[config.mk]
export PLATFORM = sky130hd
export DESIGN_NAME = eth_f_hw_avmm_host_arb
export DESIGN_NICKNAME = d
export VERILOG_FILES = /design/src/rtl/eth_f_hw_avmm_pkg.sv /design/src/rtl/eth_f_hw_rr_pick.sv /design/src/rtl/eth_f_hw_avmm_host_arb.sv
export SDC_FILE = /design/constraint.sdc
export NUM_CORES = 1
export LEC_CHECK = 0
export CORE_MARGIN = 3
export CORE_UTILIZATION = 41
export CTS_CLUSTER_DIAMETER = 40
export CTS_CLUSTER_SIZE = 10
export DETAILED_ROUTE_END_ITERATION = 10
export HOLD_SLACK_MARGIN = 0.02
export PLACE_DENSITY = 0.81
export SLEW_MARGIN = 20
export SYNTH_ARGS = -nofsm -noshare
export SYNTH_HDL_FRONTEND = slang
export SYNTH_HIERARCHICAL = 1
export SYNTH_SLANG_ARGS = --single-unit
[constraint.sdc]
create_clock -name clk -period 4.9 [get_ports clk]
set_clock_uncertainty 0.2 [all_clocks]
set_input_delay 0.98 -clock clk [delete_from_list [all_inputs] [get_ports clk]]
set_output_delay 0.98 -clock clk [all_outputs]
set_load 0.05 [all_outputs]
[src/rtl/eth_f_hw_avmm_pkg.sv]
// Shared definitions for the AVMM host arbiter: FSM encodings, default
// timeout response data and an index-width helper.
package eth_f_hw_avmm_pkg;

  typedef logic [1:0] state_t;

  localparam state_t ST_IDLE = 2'd0;
  localparam state_t ST_CMD  = 2'd1;
  localparam state_t ST_RESP = 2'd2;

  localparam logic [31:0] TIMEOUT_DATA_DEF = 32'h12345678;

  // Index width that stays legal (>=1 bit) when there is only one host.
  function automatic int idx_width(input int n);
    return (n > 1) ? $clog2(n) : 1;
  endfunction

endpackage

[src/rtl/eth_f_hw_rr_pick.sv]
// Combinational round-robin pick: first requester at or after ptr,
// wrapping modulo NUM_HOSTS. Returns one-hot grant, its index and a valid flag.
module eth_f_hw_rr_pick
  import eth_f_hw_avmm_pkg::*;
#(
  parameter int NUM_HOSTS = 2,
  localparam int IW = idx_width(NUM_HOSTS)
) (
  input  logic [NUM_HOSTS-1:0] req,
  input  logic [IW-1:0]        ptr,
  output logic [NUM_HOSTS-1:0] grant,
  output logic [IW-1:0]        grant_idx,
  output logic                 valid
);

  logic [IW:0]   sum;
  logic [IW-1:0] cand;

  // The sum is one bit wider than the index so ptr+k never overflows
  // before the modulo correction.
  always_comb begin
    grant     = '0;
    grant_idx = '0;
    valid     = 1'b0;
    sum       = '0;
    cand      = '0;
    for (int k = 0; k < NUM_HOSTS; k++) begin
      sum = {1'b0, ptr} + (IW+1)'(k);
      if (sum >= (IW+1)'(NUM_HOSTS))
        sum = sum - (IW+1)'(NUM_HOSTS);
      cand = sum[IW-1:0];
      if (!valid && req[cand]) begin
        valid     = 1'b1;
        grant_idx = cand;
      end
    end
    if (valid)
      grant[grant_idx] = 1'b1;
  end

endmodule

[src/rtl/eth_f_hw_avmm_host_arb.sv]
// Round-robin arbiter sharing one serialised AVMM fabric port between
// NUM_HOSTS masters; one transaction in flight, reads protected by a timeout.
module eth_f_hw_avmm_host_arb
  import eth_f_hw_avmm_pkg::*;
#(
  parameter int NUM_HOSTS  = 2,
  parameter int ADDR_WIDTH = 16,
  parameter int DAT_WIDTH  = 32,
  parameter int TIMEOUT    = 8,
  parameter logic [DAT_WIDTH-1:0] TIMEOUT_DATA = DAT_WIDTH'(TIMEOUT_DATA_DEF),
  localparam int GW = idx_width(NUM_HOSTS)
) (
  input  logic                            clk,
  input  logic                            arst,
  input  logic [NUM_HOSTS*ADDR_WIDTH-1:0] host_address,
  input  logic [NUM_HOSTS-1:0]            host_read,
  input  logic [NUM_HOSTS-1:0]            host_write,
  input  logic [NUM_HOSTS*DAT_WIDTH-1:0]  host_writedata,
  output logic [NUM_HOSTS-1:0]            host_waitrequest,
  output logic [DAT_WIDTH-1:0]            host_readdata,
  output logic [NUM_HOSTS-1:0]            host_readdatavalid,
  output logic [ADDR_WIDTH-1:0]           fab_address,
  output logic                            fab_read,
  output logic                            fab_write,
  output logic [DAT_WIDTH-1:0]            fab_writedata,
  input  logic                            fab_waitrequest,
  input  logic [DAT_WIDTH-1:0]            fab_readdata,
  input  logic                            fab_readdatavalid,
  output logic [GW-1:0]                   grant_id,
  output logic [15:0]                     timeout_cnt
);

  state_t                 state;
  logic [GW-1:0]          rr_ptr;
  logic [NUM_HOSTS-1:0]   grant_oh;
  logic [ADDR_WIDTH-1:0]  cmd_addr;
  logic [DAT_WIDTH-1:0]   cmd_data;
  logic                   cmd_rd;
  logic [TIMEOUT-1:0]     timer;

  logic [NUM_HOSTS-1:0]   req;
  logic [NUM_HOSTS-1:0]   pick_grant;
  logic [GW-1:0]          pick_idx;
  logic                   pick_valid;
  logic                   accept;

  assign req = host_read | host_write;

  eth_f_hw_rr_pick #(
    .NUM_HOSTS (NUM_HOSTS)
  ) u_pick (
    .req       (req),
    .ptr       (rr_ptr),
    .grant     (pick_grant),
    .grant_idx (pick_idx),
    .valid     (pick_valid)
  );

  // Fabric strobes decode straight from state so an async reset drops them at once.
  assign accept           = (state == ST_CMD) && !fab_waitrequest;
  assign fab_read         = (state == ST_CMD) && cmd_rd;
  assign fab_write        = (state == ST_CMD) && !cmd_rd;
  assign fab_address      = cmd_addr;
  assign fab_writedata    = cmd_data;
  assign host_waitrequest = ~(grant_oh & {NUM_HOSTS{accept}});

  always_ff @(posedge clk or posedge arst) begin
    if (arst) begin
      state              <= ST_IDLE;
      rr_ptr             <= '0;
      grant_id           <= '0;
      grant_oh           <= '0;
      cmd_addr           <= '0;
      cmd_data           <= '0;
      cmd_rd             <= 1'b0;
      timer              <= '0;
      host_readdata      <= '0;
      host_readdatavalid <= '0;
      timeout_cnt        <= '0;
    end else begin
      host_readdatavalid <= '0;
      case (state)
        ST_IDLE: begin
          // A read+write collision on one host resolves to the read.
          if (pick_valid) begin
            state    <= ST_CMD;
            grant_id <= pick_idx;
            grant_oh <= pick_grant;
            cmd_addr <= host_address[pick_idx*ADDR_WIDTH +: ADDR_WIDTH];
            cmd_data <= host_writedata[pick_idx*DAT_WIDTH +: DAT_WIDTH];
            cmd_rd   <= host_read[pick_idx];
          end
        end
        ST_CMD: begin
          if (!fab_waitrequest) begin
            rr_ptr <= (grant_id == GW'(NUM_HOSTS-1)) ? '0 : grant_id + 1'b1;
            timer  <= '0;
            state  <= cmd_rd ? ST_RESP : ST_IDLE;
          end
        end
        ST_RESP: begin
          timer <= timer + 1'b1;
          // A real response beats a timeout expiring in the same cycle.
          if (fab_readdatavalid) begin
            host_readdata      <= fab_readdata;
            host_readdatavalid <= grant_oh;
            state              <= ST_IDLE;
          end else if (&timer) begin
            host_readdata      <= TIMEOUT_DATA;
            host_readdatavalid <= grant_oh;
            if (timeout_cnt != 16'hFFFF)
              timeout_cnt <= timeout_cnt + 16'd1;
            state <= ST_IDLE;
          end
        end
        default: state <= ST_IDLE;
      endcase
    end
  end

endmodule
## Word level (Yosys, flattened, before mapping)

Cells that the tools add are included.

| operators by class | value |
|---|---|
| shift-type cells | 2 |
| reductions and logical operators | 18 |
| bitwise gates (word level) | 5 |
| add/subtract/negate cells | 6 |
| eq/ne operators | 6 |
| mux-type cells | 28 |
| $lt $le $gt $ge | 6 |

Operators with widths:

| cell | number |
|---|---|
| 32-bit two-way mux | 2 |
| 64-bit by 7-bit variable part select with 32-bit output | 1 |
| 32-bit by 6-bit variable part select with 16-bit output | 1 |
| 16-bit by 1-bit adder with 16-bit output, second input constant | 1 |
| 2-bit two-way mux | 8 |
| 16-bit != test, second input constant | 1 |
| 8-bit one-hot mux with 2 select lines | 1 |
| 1-bit two-way mux | 14 |
| 11-bit AND reduction | 1 |
| 8-bit by 1-bit adder with 8-bit output, second input constant | 1 |
| 8-bit two-way mux | 1 |
| 2-bit AND reduction | 4 |
| 8-bit AND reduction | 1 |
| 1-bit by 2-bit less-than comparator with 1-bit output, second input constant | 3 |
| 2-bit one-hot mux with 3 select lines | 1 |
| 1-bit logical AND | 5 |
| 2-bit != test, second input constant | 2 |
| 2-bit nonzero test | 2 |
| 1-bit logical NOT | 3 |
| 3-bit != test, second input constant | 1 |
| 3-bit AND reduction | 1 |
| 1-bit by 1-bit adder with 2-bit output, second input constant | 1 |
| 2-bit bitwise AND | 1 |
| 2-bit by 1-bit == test with 1-bit output, second input constant | 1 |
| 11 further kinds | 13 |

| word-level totals | value |
|---|---|
| output and inout bits | 103 |
| register bits after elaboration | 113 |
| word-level logic and storage cells | 82 |
| input port bits | 136 |

## Logic depth before layout (Yosys ltp)

| logic depth | value |
|---|---|
| depth in word-level cells | 12 |
| gate-level depth with buffers | 8 |
| mapped depth without buffers | 6 |

## Cells and area by module

The synthesis kept the hierarchy.

Modules (own cells, without submodules):

| module | cells each | sequential area each (sq um) | instances | area each (sq um) |
|---|---|---|---|---|
| eth_f_hw_avmm_host_arb | 429 | 2,827.7 | 1 | 4,863.4 |
| eth_f_hw_rr_pick | 5 | 0.0 | 1 | 32.5 |

## Worst setup path after synthesis

No wires, ideal clock.

| path | value |
|---|---|
| path type | input-to-reg |
| start | in host_write[0] |
| end | reg cmd_data[9], in the netlist fab_writedata[9] |
| cell stages on the path | 6 |
| path buffers | 2 |
| setup time | 0.137 ns |
| data required time | 4.563 ns |
| arrival | 2.323 ns |
| setup slack | 2.240 ns |
| cell sequence | or2_2 a21boi_1 clkbuf_1 buf_1 mux2i_1 a21oi_1 |

| between the ends | value |
|---|---|
| word-level cells in the longest chain between the ends | 8 |
| elaborated cells between the ends (all ways) | 13 |
| classes of those cells | 1 x shift; 8 x mux; 1 x bitwise; 3 x reduce/logical |

Ends and longest elaborated chain:

| item | RTL line | source |
|---|---|---|
| start, declared | eth_f_hw_avmm_host_arb.sv:17 | `input logic [NUM_HOSTS-1:0] host_write,` |
| 2-bit OR (*) | eth_f_hw_avmm_host_arb.sv:47 | `assign req = host_read \| host_write;` |
| 1-bit two-way mux (implied by the code) (2 in series) | eth_f_hw_rr_pick.sv:32 | `if (!valid && req[cand]) begin` |
| 1-bit two-way mux | eth_f_hw_rr_pick.sv:32 |  |
| 1-bit logical NOT | eth_f_hw_rr_pick.sv:32 |  |
| 1-bit logical AND | eth_f_hw_rr_pick.sv:32 |  |
| 1-bit two-way mux (*) | eth_f_hw_rr_pick.sv:32 |  |
| net pick_idx | eth_f_hw_avmm_host_arb.sv:43 | `logic [GW-1:0] pick_idx;` |
| 64-bit by 7-bit variable part select with 32-bit output (*) | eth_f_hw_avmm_host_arb.sv:90 | `cmd_data <= host_writedata[pick_idx*DAT_WIDTH +: DAT_WIDTH];` |
| end signal, assigned | eth_f_hw_avmm_host_arb.sv:90 |  |
| end, declared | eth_f_hw_avmm_host_arb.sv:37 | `logic [DAT_WIDTH-1:0] cmd_data;` |

Mark *: on every way through the listed nets, which the timed path passes. The rest lies on a longest branch. The select of a mux whose other input is x is not followed.
A chain may end at the register's enable or synchronous reset.

## Final worst setup path

| path | value |
|---|---|
| start | in fab_waitrequest |
| end | out host_waitrequest[0] |

| between the ends | value |
|---|---|
| word-level cells in the longest chain between the ends | 4 |

Ends and longest elaborated chain:

| item | RTL line | source |
|---|---|---|
| start, declared | eth_f_hw_avmm_host_arb.sv:26 | `input logic fab_waitrequest,` |
| 1-bit logical NOT | n/a |  |
| 1-bit logical AND | eth_f_hw_avmm_host_arb.sv:60 | `assign accept = (state == ST_CMD) && !fab_waitrequest;` |
| 2-bit bitwise AND | eth_f_hw_avmm_host_arb.sv:65 | `assign host_waitrequest = ~(grant_oh & {NUM_HOSTS{accept}});` |
| 2-bit inverter | eth_f_hw_avmm_host_arb.sv:65 |  |
| end, declared | eth_f_hw_avmm_host_arb.sv:19 | `output logic [NUM_HOSTS-1:0] host_waitrequest,` |

No other way between the ends.

==> flow_metrics.env <==
export IMPL_status="finished, final reports clean"
export IMPL_yosysUniqueCellTypes=40
export IMPL_syn_area_per_cell_um2=11.3
export IMPL_worst_slew_pin_slew_ns=0.870
export IMPL_post_dp_hpwl_um=9850
export IMPL_core_um2=11600
export IMPL_clkPwrFrac_pct=19.5
export IMPL_numPortBuffers=238
export IMPL_ys_flop_type="dfrtp_1"
export IMPL_busiest_layer="met2"
export IMPL_seq_area_frac_synth_pct=57.8
export IMPL_wire_per_inst_um=16.3
export IMPL_grt_setup_unrepaired="false"
export IMPL_clkLatencyLatePin_ns=0.40
export IMPL_yosys_area_top_type="dfrtp_1"
export IMPL_io_pins=239
export IMPL_drc=0
export IMPL_p_int_uw=3020
export IMPL_finalCritPeriodShare_pct=75.5
export IMPL_post_cts_buffers=0
export IMPL_synth_compound_area_share_pct=13.3
export IMPL_tns_ns=0
export IMPL_routed_via_density=5.02
export IMPL_syn_inst=434
export IMPL_finalCriticalPeriod_ns=3.70
export IMPL_power_leakage_uw=0.00341
export IMPL_h_tree_depth=4
export IMPL_firstDrtPassIters=4
export IMPL_grt_pass1_wl_um=21500
export IMPL_ff2ff_setup_slack_ns=2.57
export IMPL_synth_simple_area_share_pct=12.1
export IMPL_peakVddDrop_uv=424
export IMPL_crit_start="fab_waitrequest"
export IMPL_synth_edff_count=0
export IMPL_arrival_ns=2.52
export IMPL_cts_made_buffers=17
export IMPL_worstSetupPathType="input port to primary output"
export IMPL_root_buffer="clkbuf_16"
export IMPL_synth_async_reset_ratio_pct=100
export IMPL_finalNetCount=810
export IMPL_cts_resized_gates=0
export IMPL_syn2layout_area_growth_pct=62.4
export IMPL_drive_gt1_share_pct=7.17
export IMPL_combPwrFrac_pct=53.1
export IMPL_die_area_um2=13300
export IMPL_dpl_cell_count=796
export IMPL_p_switching_uw=2510
export IMPL_endpoint="host_waitrequest[0]"
export IMPL_ys_warn_count=6
export IMPL_grt_antenna_before_repair=0
export IMPL_synth_nets=572
export IMPL_grt_pass1_vias=4381
export IMPL_grt_usage_pct=20.8
export IMPL_min_path_type="flip-flop to flip-flop"
export IMPL_vias=4146
export IMPL_die_y_um=115
export IMPL_synthTopCellsByArea="dfrtp_1 (58%), mux2i_1 (10%), a21oi_1 (5.1%)"
export IMPL_p_seq_share_pct=27.4
export IMPL_r2r_cells=3
export IMPL_syn_cell_area_um2=4900
export IMPL_netlist_area_leader_share_pct=57.8
export IMPL_swShare_pct=45.3
export IMPL_grt_use_met3_pct=7.79
export IMPL_ys_ff_latch=113
export IMPL_powerDensity_nw_per_um2=695
export IMPL_start_util_pct=42.3
export IMPL_grt_use_met1_pct=23.9
export IMPL_use_met2_pct=35.1
export IMPL_drv_slew=0
export IMPL_cp_required_ns=3.72
export IMPL_synth_xor_area_share_pct=2.50
export IMPL_cts_buffer_depth=2
export IMPL_hold_buffers=0
export IMPL_crit_path_end_kind="primary output"
export IMPL_cts_tree="yes"
export IMPL_synth_fa_ha_area_share_pct=0.511
export IMPL_cts_sinks=113
export IMPL_final_hold_viol_count=0
export IMPL_clk_pin_slew_ns=0.05
export IMPL_fmaxAchievable_ghz=0.270
export IMPL_r2r_end="host_readdata[17]$_DFFE_PP0P_"
export IMPL_max_cap_violations=0
export IMPL_timing_rr_start="state[1]$_DFFE_PP0P_"
export IMPL_synth_mux_area_share_pct=11.2
export IMPL_final_cells=826
export IMPL_grt_max_degree=67
export IMPL_path_max_fanout=4
export IMPL_die_w_um=115
export IMPL_antenna_cells=0
export IMPL_drt_initial_drc_count=186
export IMPL_max_slew_margin_pct=41.8
export IMPL_overflow=0
export IMPL_drtAntennaViolNets=0
export IMPL_synth_top_family_by_area="compound AO/OA/AOI/OAI gates"
export IMPL_setup_viol=0
export IMPL_wirelength_um=13400
export IMPL_hold_depth=1
export IMPL_gp_congestion=0.780
export IMPL_num_rows=39
export IMPL_start_kind="input port"
## metal layers
layer | vias to the layer above | wire [µm]
li1 | 2022 | -
met3 | 21 | 1140
met4 | 0 | 269
met1 | 1929 | 5270
met2 | 174 | 6750
met5 | - | 0
## cell families (layout without fill, tap and decap cells)
logic type / after synthesis / count (layout)
fa+ha+maj: 2 / 2
xor+xnor: 14 / 14
buf+inv: 28 / 277
simple gates: 121 / 121
compound gates: 102 / 102
mux: 54 / 54
flops: 113 / 113
## cells in the mapped netlist, types with 4 or more instances
library cell	instances
a21oi_1	50
a22o_1	19
and3_1	5
buf_1	5
buf_2	4
clkbuf_1	11
dfrtp_1	113
inv_1	4
mux2_2	5
mux2i_1	49
nand2_1	18
nand2b_1	4
nand3_1	10
nand4_1	10
nor2_1	57
o21ai_0	12
o22a_1	13
xnor2_1	12
## placed cells by master, fill, tap and decap left out, types with 3 or more instances in the layout
cell type / n
mux2_2: 5
and2_1: 3
nand3_1: 10
o21ai_0: 12
clkbuf_8: 4
and3_1: 5
buf_4: 3
nand2_1: 18
o22a_1: 13
clkinv_2: 5
clkdlybuf4s50_1: 238
xnor2_1: 12
mux2i_1: 49
dfrtp_1: 113
nand2b_1: 4
a21oi_1: 50
clkbuf_16: 17
inv_1: 3
nand4_1: 10
clkbuf_1: 3
a22o_1: 19
nor2_1: 56
## power by group through the flow
stage	Combinational, µW	Sequential, µW	Clock [µW]
2_1_floorplan	796	2640	0
3_3_place_gp	2890	1510	0
3_5_place_dp	2940	1520	0
4_1_cts	2960	1520	1100
5_1_grt	3100	1560	1160
6_report	2930	1510	1080
## worst max-delay path, stage by stage
cell             delay, ns
clkdlybuf4s50_1       0.45
nor2_1                0.25
nand2_1               0.12
clkdlybuf4s50_1       0.71
## final cells by class
cell class,count,area (µm²)
clock inverters,6,32.5
multi-input cells,293,1960
well taps,143,179
clock buffers,24,492
repair buffers,243,2440
inverters,4,17.5
flip-flops and latches,113,2830
fillers,895,3610
## per-stage QoR
stage                     util [%]  hold WS [ns]  total power (µW)  worst slack, ns  cell area (µm²)
after global placement        64.2         0.271              4400             1.22             7430
after floorplan                  -         0.272              3440            0.733             4900
final                         68.7         0.283              5530             1.20             7950
after CTS                     68.7         0.294              5580             1.20             7950
after global routing          68.7         0.313              5810             1.12             7950
after detailed placement      64.2         0.280              4460             1.21             7430
## registers in the layout, indices dropped and copies added, names as in the netlist
name and cells:
grant_oh 2, state 2, rr_ptr 1, host_readdata 32, fab_writedata 32, timeout_cnt 16, cmd_rd 1, timer 8
grant_id 1, host_readdatavalid 2, fab_address 16
## how the worst min path moves through the flow
stage | startpoint | end | slack, ns
6_report | grant_id$_DFFE_PP0P_ | rr_ptr$_DFFE_PP0N_ | 0.28
2_1_floorplan | rr_ptr$_DFFE_PP0N_ | rr_ptr$_DFFE_PP0N_ | 0.27
5_1_grt | host_readdata[9]$_DFFE_PP0P_ | host_readdata[9]$_DFFE_PP0P_ | 0.31
4_1_cts | grant_id$_DFFE_PP0P_ | rr_ptr$_DFFE_PP0N_ | 0.29
3_3_place_gp | host_readdata[18]$_DFFE_PP0P_ | host_readdata[18]$_DFFE_PP0P_ | 0.27
3_5_place_dp | host_readdata[9]$_DFFE_PP0P_ | host_readdata[9]$_DFFE_PP0P_ | 0.28
Note: power is estimated with default switching activity, not from simulation.
